## src/rtl/ctrl_pipe.sv

```systemverilog
// ctrl_pipe: control-bundle pipeline (ID/EX, EX/MEM, MEM/WB) for the 5-stage MIPS core,
// plus load-use stall, jump/branch flush and EX-stage forwarding selects.
// Optional performance counters (stall_cnt, flush_cnt) are enabled by defining
// CTRL_PIPE_PERF_CNT_EN.
module ctrl_pipe #(
  parameter int unsigned RA_W     = 5,
  parameter int unsigned LINK_REG = 31
`ifdef CTRL_PIPE_PERF_CNT_EN
  ,
  parameter int unsigned CNT_W    = 32
`endif
) (
  input  logic            clk,
  input  logic            rst,
  input  logic [2:0]      id_jb,
  input  logic [3:0]      id_aluop,
  input  logic            id_regwrite,
  input  logic            id_memtoreg,
  input  logic            id_memwrite,
  input  logic            id_alusrc,
  input  logic            id_regdst,
  input  logic [RA_W-1:0] id_rs,
  input  logic [RA_W-1:0] id_rt,
  input  logic [RA_W-1:0] id_rd,
  input  logic            ex_br_taken,
  output logic            stall,
  output logic            flush_ifid,
  output logic            redirect,
  output logic [2:0]      ex_jb,
  output logic [3:0]      ex_aluop,
  output logic            ex_alusrc,
  output logic [RA_W-1:0] ex_rs,
  output logic [RA_W-1:0] ex_rt,
  output logic [RA_W-1:0] ex_wreg,
  output logic            mem_regwrite,
  output logic            mem_memtoreg,
  output logic            mem_memwrite,
  output logic [RA_W-1:0] mem_wreg,
  output logic            wb_regwrite,
  output logic            wb_memtoreg,
  output logic [RA_W-1:0] wb_wreg,
  output logic [1:0]      fwd_a,
  output logic [1:0]      fwd_b
`ifdef CTRL_PIPE_PERF_CNT_EN
  ,
  output logic [CNT_W-1:0] stall_cnt,
  output logic [CNT_W-1:0] flush_cnt
`endif
);

  localparam logic [2:0] JB_BEQ = 3'b001;
  localparam logic [2:0] JB_BNE = 3'b010;
  localparam logic [2:0] JB_JR  = 3'b011;
  localparam logic [2:0] JB_J   = 3'b100;
  localparam logic [2:0] JB_JAL = 3'b111;

  localparam logic [1:0] FWD_RF  = 2'b00;
  localparam logic [1:0] FWD_MEM = 2'b01;
  localparam logic [1:0] FWD_WB  = 2'b10;

  // ID/EX control bits not exported as ports
  logic ex_regwrite;
  logic ex_memtoreg;
  logic ex_memwrite;

  logic [RA_W-1:0] id_wreg;
  logic            id_reads_rs;
  logic            id_reads_rt;
  logic            id_is_jump;
  logic            hz;
  logic            bubble;

  // ID decode, hazard detection and redirect/flush decisions
  always_comb begin
    id_wreg     = id_regdst ? id_rd : id_rt;
    if (id_jb == JB_JAL) begin
      id_wreg = RA_W'(LINK_REG);
    end
    id_is_jump  = (id_jb == JB_J) || (id_jb == JB_JAL);
    id_reads_rs = !id_is_jump;
    id_reads_rt = id_regdst || id_memwrite || (id_jb == JB_BEQ) || (id_jb == JB_BNE);

    hz = ex_memtoreg && (ex_wreg != '0) &&
         ((id_reads_rs && (ex_wreg == id_rs)) || (id_reads_rt && (ex_wreg == id_rt)));

    // reset suppresses any stall/flush decision in flight
    redirect   = !rst && ex_br_taken &&
                 ((ex_jb == JB_BEQ) || (ex_jb == JB_BNE) || (ex_jb == JB_JR));
    stall      = !rst && hz && !redirect;
    flush_ifid = !rst && (redirect || (id_is_jump && !stall));
    bubble     = stall || redirect;
  end

  // EX-stage forwarding; EX/MEM wins over MEM/WB, $0 never forwarded
  always_comb begin
    fwd_a = FWD_RF;
    fwd_b = FWD_RF;
    if (mem_regwrite && (mem_wreg != '0) && (mem_wreg == ex_rs)) begin
      fwd_a = FWD_MEM;
    end else if (wb_regwrite && (wb_wreg != '0) && (wb_wreg == ex_rs)) begin
      fwd_a = FWD_WB;
    end
    if (mem_regwrite && (mem_wreg != '0) && (mem_wreg == ex_rt)) begin
      fwd_b = FWD_MEM;
    end else if (wb_regwrite && (wb_wreg != '0) && (wb_wreg == ex_rt)) begin
      fwd_b = FWD_WB;
    end
  end

  // ID/EX register: takes the ID bundle or a bubble on stall/redirect
  always_ff @(posedge clk) begin
    if (rst || bubble) begin
      ex_jb       <= '0;
      ex_aluop    <= '0;
      ex_alusrc   <= 1'b0;
      ex_rs       <= '0;
      ex_rt       <= '0;
      ex_wreg     <= '0;
      ex_regwrite <= 1'b0;
      ex_memtoreg <= 1'b0;
      ex_memwrite <= 1'b0;
    end else begin
      ex_jb       <= id_jb;
      ex_aluop    <= id_aluop;
      ex_alusrc   <= id_alusrc;
      ex_rs       <= id_rs;
      ex_rt       <= id_rt;
      ex_wreg     <= id_wreg;
      ex_regwrite <= id_regwrite;
      ex_memtoreg <= id_memtoreg;
      ex_memwrite <= id_memwrite;
    end
  end

  // EX/MEM and MEM/WB always advance
  always_ff @(posedge clk) begin
    if (rst) begin
      mem_regwrite <= 1'b0;
      mem_memtoreg <= 1'b0;
      mem_memwrite <= 1'b0;
      mem_wreg     <= '0;
      wb_regwrite  <= 1'b0;
      wb_memtoreg  <= 1'b0;
      wb_wreg      <= '0;
    end else begin
      mem_regwrite <= ex_regwrite;
      mem_memtoreg <= ex_memtoreg;
      mem_memwrite <= ex_memwrite;
      mem_wreg     <= ex_wreg;
      wb_regwrite  <= mem_regwrite;
      wb_memtoreg  <= mem_memtoreg;
      wb_wreg      <= mem_wreg;
    end
  end

`ifdef CTRL_PIPE_PERF_CNT_EN
  // stall and flush event counters, wrapping
  always_ff @(posedge clk) begin
    if (rst) begin
      stall_cnt <= '0;
      flush_cnt <= '0;
    end else begin
      if (stall) begin
        stall_cnt <= stall_cnt + CNT_W'(1);
      end
      if (redirect || flush_ifid) begin
        flush_cnt <= flush_cnt + CNT_W'(1);
      end
    end
  end
`endif

endmodule

```

## config.mk

```make
export PLATFORM = sky130hd
export DESIGN_NAME = ctrl_pipe
export DESIGN_NICKNAME = d
export VERILOG_FILES = /design/src/rtl/ctrl_pipe.sv
export SDC_FILE = /design/constraint.sdc
export NUM_CORES = 1
export LEC_CHECK = 0
export ABC_AREA = 1
export CORE_MARGIN = 8
export CORE_UTILIZATION = 45
export CTS_BUF_LIST = sky130_fd_sc_hd__clkbuf_16
export DETAILED_ROUTE_END_ITERATION = 12
export HOLD_SLACK_MARGIN = 0.08
export MAX_ROUTING_LAYER = met4
export PLACE_DENSITY = 0.92
export SLEW_MARGIN = 20
export SYNTH_ARGS = -nofsm -noshare
export SYNTH_HDL_FRONTEND = slang
export SYNTH_SLANG_ARGS = --single-unit
export TNS_END_PERCENT = 100
```

## constraint.sdc

```tcl
create_clock -name clk -period 1.9 [get_ports clk]
set_input_delay 0.285 -clock clk [delete_from_list [all_inputs] [get_ports clk]]
set_output_delay 0.285 -clock clk [all_outputs]
set_load 0.01 [all_outputs]
```

## After elaboration in Yosys (flattened, before gate mapping)

Index checks and enable logic that the tools add are counted.

- Bitwise gates (word level): 0
- Multipliers: 0
- Div/mod/pow operators: 0
- Add/subtract/negate cells: 0
- Shifts and indexed selects: 0
- $lt $le $gt $ge: 0
- Reductions and logical operators: 33
- Multiplexer cells: 6
- Eq/ne operators: 13

Operators with widths:

| cell | count |
|---|---|
| $eq 5x5->1 | 6 |
| $logic_and 1x1->1 | 16 |
| $reduce_bool 5->1 | 3 |
| $logic_or 1x1->1 | 10 |
| $mux 5 | 2 |
| $eq 3x2->1 const B | 3 |
| $mux 2 | 4 |
| $eq 3x1->1 const B | 2 |
| $eq 3x3->1 const B | 2 |
| $logic_not 1->1 | 4 |

- Memories: 0
- Word-level logic and storage cells: 68
- RAM bits: 0
- Bits in read-only memories: 0
- Flip-flop bits (word level): 41
- Latch bits: 0
- Input port bits: 30

## Logic depth before layout (Yosys ltp)

- Depth in word-level cells: 12
- Mapped depth: 11
- Gate-level depth less buffers: 10

## Worst setup path before layout

No wires, ideal clock.

- Path type: register to output
- Start: register mem_wreg[4]
- End: output fwd_a[1]
- Arrival: 1.299 ns
- Stages on the path, launching flop included: 6
- Setup slack: 0.316 ns
- Required time: 1.615 ns
- Cell sequence: dfxtp_1 > inv_1 > nand3_1 > o21ai_0 > nor4_1 > nor2_1

- Word-level cells in the longest chain between the ends: 4

RTL lines:

| element | line | source |
|---|---|---|
| start, declared | 38 | `output logic [RA_W-1:0] mem_wreg,` |
| start signal, assigned | 149 | `mem_wreg <= ex_wreg;` |
| $reduce_bool 5->1 | 98 | `if (mem_regwrite && (mem_wreg != '0) && (mem_wreg == ex_rs)) begin` |
| $logic_and 1x1->1 | 98 |  |
| $logic_and 1x1->1 * | 98 |  |
| $mux 2 * | 98 |  |
| end, declared | 42 | `output logic [1:0] fwd_a,` |

Every way passes the cells marked *; elsewhere a longest branch is shown, timed or not.

## Worst setup path after layout

- Start: register mem_wreg[1]
- End: output fwd_b[1]

- Word-level cells in the longest chain between the ends: 4

RTL lines:

| element | line | source |
|---|---|---|
| $reduce_bool 5->1 | 103 | `if (mem_regwrite && (mem_wreg != '0) && (mem_wreg == ex_rt)) begin` |
| $logic_and 1x1->1 | 103 |  |
| $logic_and 1x1->1 * | 103 |  |
| $mux 2 * | 103 |  |
| end, declared | 43 | `output logic [1:0] fwd_b` |

Marks and branches as above.

==> flow_summary_export.csv <==
group,metric,value,unit
run_status,status,"finished, final reports clean",
floorplan,die_w,78.01,um
sta,tightestPinTransition,0.3652,ns
clock_tree,clk_path_buf_depth,2,
power,p_int,1627,uW
power,powerDensity,757.3,mW/mm2
power,power_frac_seq,43.6,%
clock_tree,clk_pin_slew,0.06,ns
floorplan,die-area,0.006086,mm2
min_path,hold_end,"mem_memtoreg",
cells_and_area,multi_input_area,807.0,um2
clock_tree,cts-root-buf,"clkbuf_16",
clock_tree,numCtsBuffers,5,
cells_and_area,drive_gt1_share,20.75,%
sta,finClkSkew,0.003325,ns
yosys,syn_inst,219,
yosys,postSynthAreaPerCell,7.901,um2
worst_setup_path,cp-start-kind,"register",
sta,finalSetupViolCount,0,
yosys,yosys.area_share.simple,25.45,%
floorplan,num_rows,22,
worst_setup_path,cp-end-kind,"output port",
cells_and_area,num_antenna_cells,0,
cells_and_area,n_fill_cell,260,
yosys,synth_top_cell_area_share,47.43,%
worst_setup_path,arrival,1.56,ns
min_path,hold_start,"rst",
floorplan,die_h,78.01,um
global_route,grt_pass1_vias,1726,
yosys,yosys.area_share.xor_xnor,12.65,%
placement,gp_congestion,0.8679,
yosys,synth_top_family_by_area,"simple AND/OR/NAND/NOR gates",
cells_and_area,fin_cells,366,
floorplan,core_area,0.003689,mm2
yosys,syn-num-nets,249,
cells_and_area,fin_util,78.80,%
yosys,synth-seq-area-share,47.43,%
min_path,hp-class,"primary input to register",
power,clockPowerShare,36.8,%
placement,dpl.hpwl,3884,um
worst_setup_path,rr_endpoint,"ex_aluop[1]",
yosys,synth_area,0.001730,mm2
power,p_leak,0.001385,uW
flow_run,cap_viol_max_count,0,
worst_setup_path,r2r_cells,11,
yosys,synth_ff_type,"dfxtp_1",
sta,final_hold_viol_count,0,
global_route,antenna_found_initial,0,
yosys,synth-seq-cells,41,
routing,drt_first_pass_iters,4,
worst_setup_path,timing.rr.start,"ex_wreg[3]",
cells_and_area,regArea,834.6,um2
yosys,yosys.area_share.adder,0,%
yosys,synth_cell_types,20,
routing,postRouteAntennaNets,0,
sta,slew_viol_final,0,
yosys,async_flop_share,0,%
yosys,yosys.area.top_type,"dfxtp_1",
worst_setup_path,worst-setup-path-type,"register to output port",
routing,vias,1680,
yosys,yosys_warnings,0,
placement,dp_cells,357,
sta,fmax,542.0,MHz
clock_tree,clock_latency,0.28,ns
global_route,grt.total_usage,17.42,%
yosys,synth_compound_gate_area_share,3.326,%
sta,slew_headroom,75.51,%
cells_and_area,final_common_cell,"clkdlybuf4s50_1",
global_route,grt_pass1_wl,8135,um
sta,fin_crit_sh,97.11,%
routing,dr.first_iter.drc_count,93,
placement,port_buffers,74,
power,p_comb_share,19.6,%
worst_setup_path,required,1.62,ns
routing,wire_per_inst,14.30,um
worst_setup_path,path_max_fanout,4,
power,p_sw,574.2,uW
global_route,grt_overflow_total,0,
yosys,synth-edff-count,0,
routing,drt_wl_total,5233,um
floorplan,ios,75,
cells_and_area,nets,347,
floorplan,start_util,46.91,%
min_path,min_path_cells,2,
yosys,synthTopCellsByArea,"dfxtp_1, nor2_1, inv_1",
yosys,muxShareOfSynthArea,0,%
clock_tree,clock-sinks,41,
clock_tree,htreeDepth,2,
clock_tree,cts_tree,"done",
power,switching_share,26.09,%
power,max-vdd-ir-drop,0.6124,mV
routing,viasPerCell,4.590,
sta,period_needed,1.845,ns
global_route,grt_max_degree,19,
routing,drc,0,
cells_and_area,syn_to_final_growth,67.97,%
cells_and_area,layout_common_cells,"clkdlybuf4s50_1, nor2_1, inv_1, dfxtp_1, buf_4",
worst_setup_path,rrSetupSlack,0.36,ns
==> worst max-delay path: stages, from the launching register on <==
cell and delay [ns]:
dfxtp_2 0.38, inv_1 0.07, nand2_1 0.12, o21ai_4 0.10, nor4_4 0.27, nor2_1 0.06
dlygate4sd2_1 0.29
==> cells in the mapped netlist, types with 2 or more instances <==
cell type,number
a211oi_1,5
buf_6,2
clkbuf_1,2
dfxtp_1,41
inv_1,42
nand2_1,21
nand3_1,7
nand4_1,5
nor2_1,47
nor2_2,9
nor3_1,3
nor4_1,2
o21ai_0,3
xnor2_1,11
xor2_1,14
==> kinds of logic (layout without fill, tap and decap cells) <==
family,count (synthesis),count (layout)
AND/OR/NAND/NOR,97,97
buffers and inverters,47,146
flip-flops,41,41
XOR/XNOR,25,25
AO/OA/AOI/OAI,9,9
==> stage by stage <==
| step | area [um2] | hold WS [ns] | setup TNS [ns] | setup slack, ns | power [uW] |
|---|---|---|---|---|---|
| floorplan | 1730 | 0.3883 | 0 | 0.3159 | 1143 |
| global placement | 2666 | 0.3896 | -0.7662 | -0.2985 | 1360 |
| detailed placement | 2666 | 0.3994 | -1.144 | -0.3283 | 1374 |
| CTS | 2848 | 0.4121 | 0 | 0.02746 | 2188 |
| global route | 2907 | 0.3251 | -0.02353 | -0.02353 | 2285 |
| finish | 2907 | 0.2921 | 0 | 0.05483 | 2201 |
==> how the worst max path moves through the flow <==
stage / startpoint / to / slack [ns] / cells past startpoint
2_1_floorplan: mem_wreg[4] / fwd_a[1] / 0.32 / 5
3_3_place_gp: id_jb[0] / flush_ifid / -0.30 / 11
3_5_place_dp: id_jb[1] / flush_ifid / -0.33 / 11
4_1_cts: rst / redirect / 0.03 / 7
5_1_grt: mem_wreg[1] / fwd_b[1] / -0.02 / 6
6_report: mem_wreg[1] / fwd_b[1] / 0.05 / 6
==> layout make-up <==
type,instances,share of cell area [%]
clock inverter,3,0.6027
sequential,41,28.71
multi-input combinational,131,27.77
inverter,42,5.424
tap,48,2.066
timing repair buffer,96,31.12
clock buffer,5,4.305
==> what timing repair did <==
| action | in CTS | in global routing |
|---|---|---|
| setup endpoints to repair | 7 | 6 |
| setup buffers | 1 | 0 |
| pin swaps | 3 | 4 |
| resized for setup | 31 | 14 |
| hold buffers | 0 | 0 |
==> layer usage <==
layer | track usage (%) | routed length, um | vias to the layer above
li1 | - | - | 858
met1 | 16.51 | 1988 | 753
met2 | 31.41 | 2794 | 59
met3 | 4.784 | 309 | 10
met4 | 9.444 | 141 | 0
met5 | - | 0 | -
==> flip-flops by register name, summed over array words and instances, names as in the netlist, 3 cells and up <==
name / flops
ex_rs: 5
wb_wreg: 5
ex_aluop: 4
ex_wreg: 5
ex_jb: 3
mem_wreg: 5
ex_rt: 5
==> power groups by stage <==
stage          Clock, uW  Combinational (uW)  Sequential (uW)
3_5_place_dp           0                 402              973
6_report             810                 431              959
4_1_cts              815                 416              957
2_1_floorplan          0                 156              987
5_1_grt              856                 463              965
3_3_place_gp           0                 391              969
Note: power is estimated with default switching activity, not from simulation.
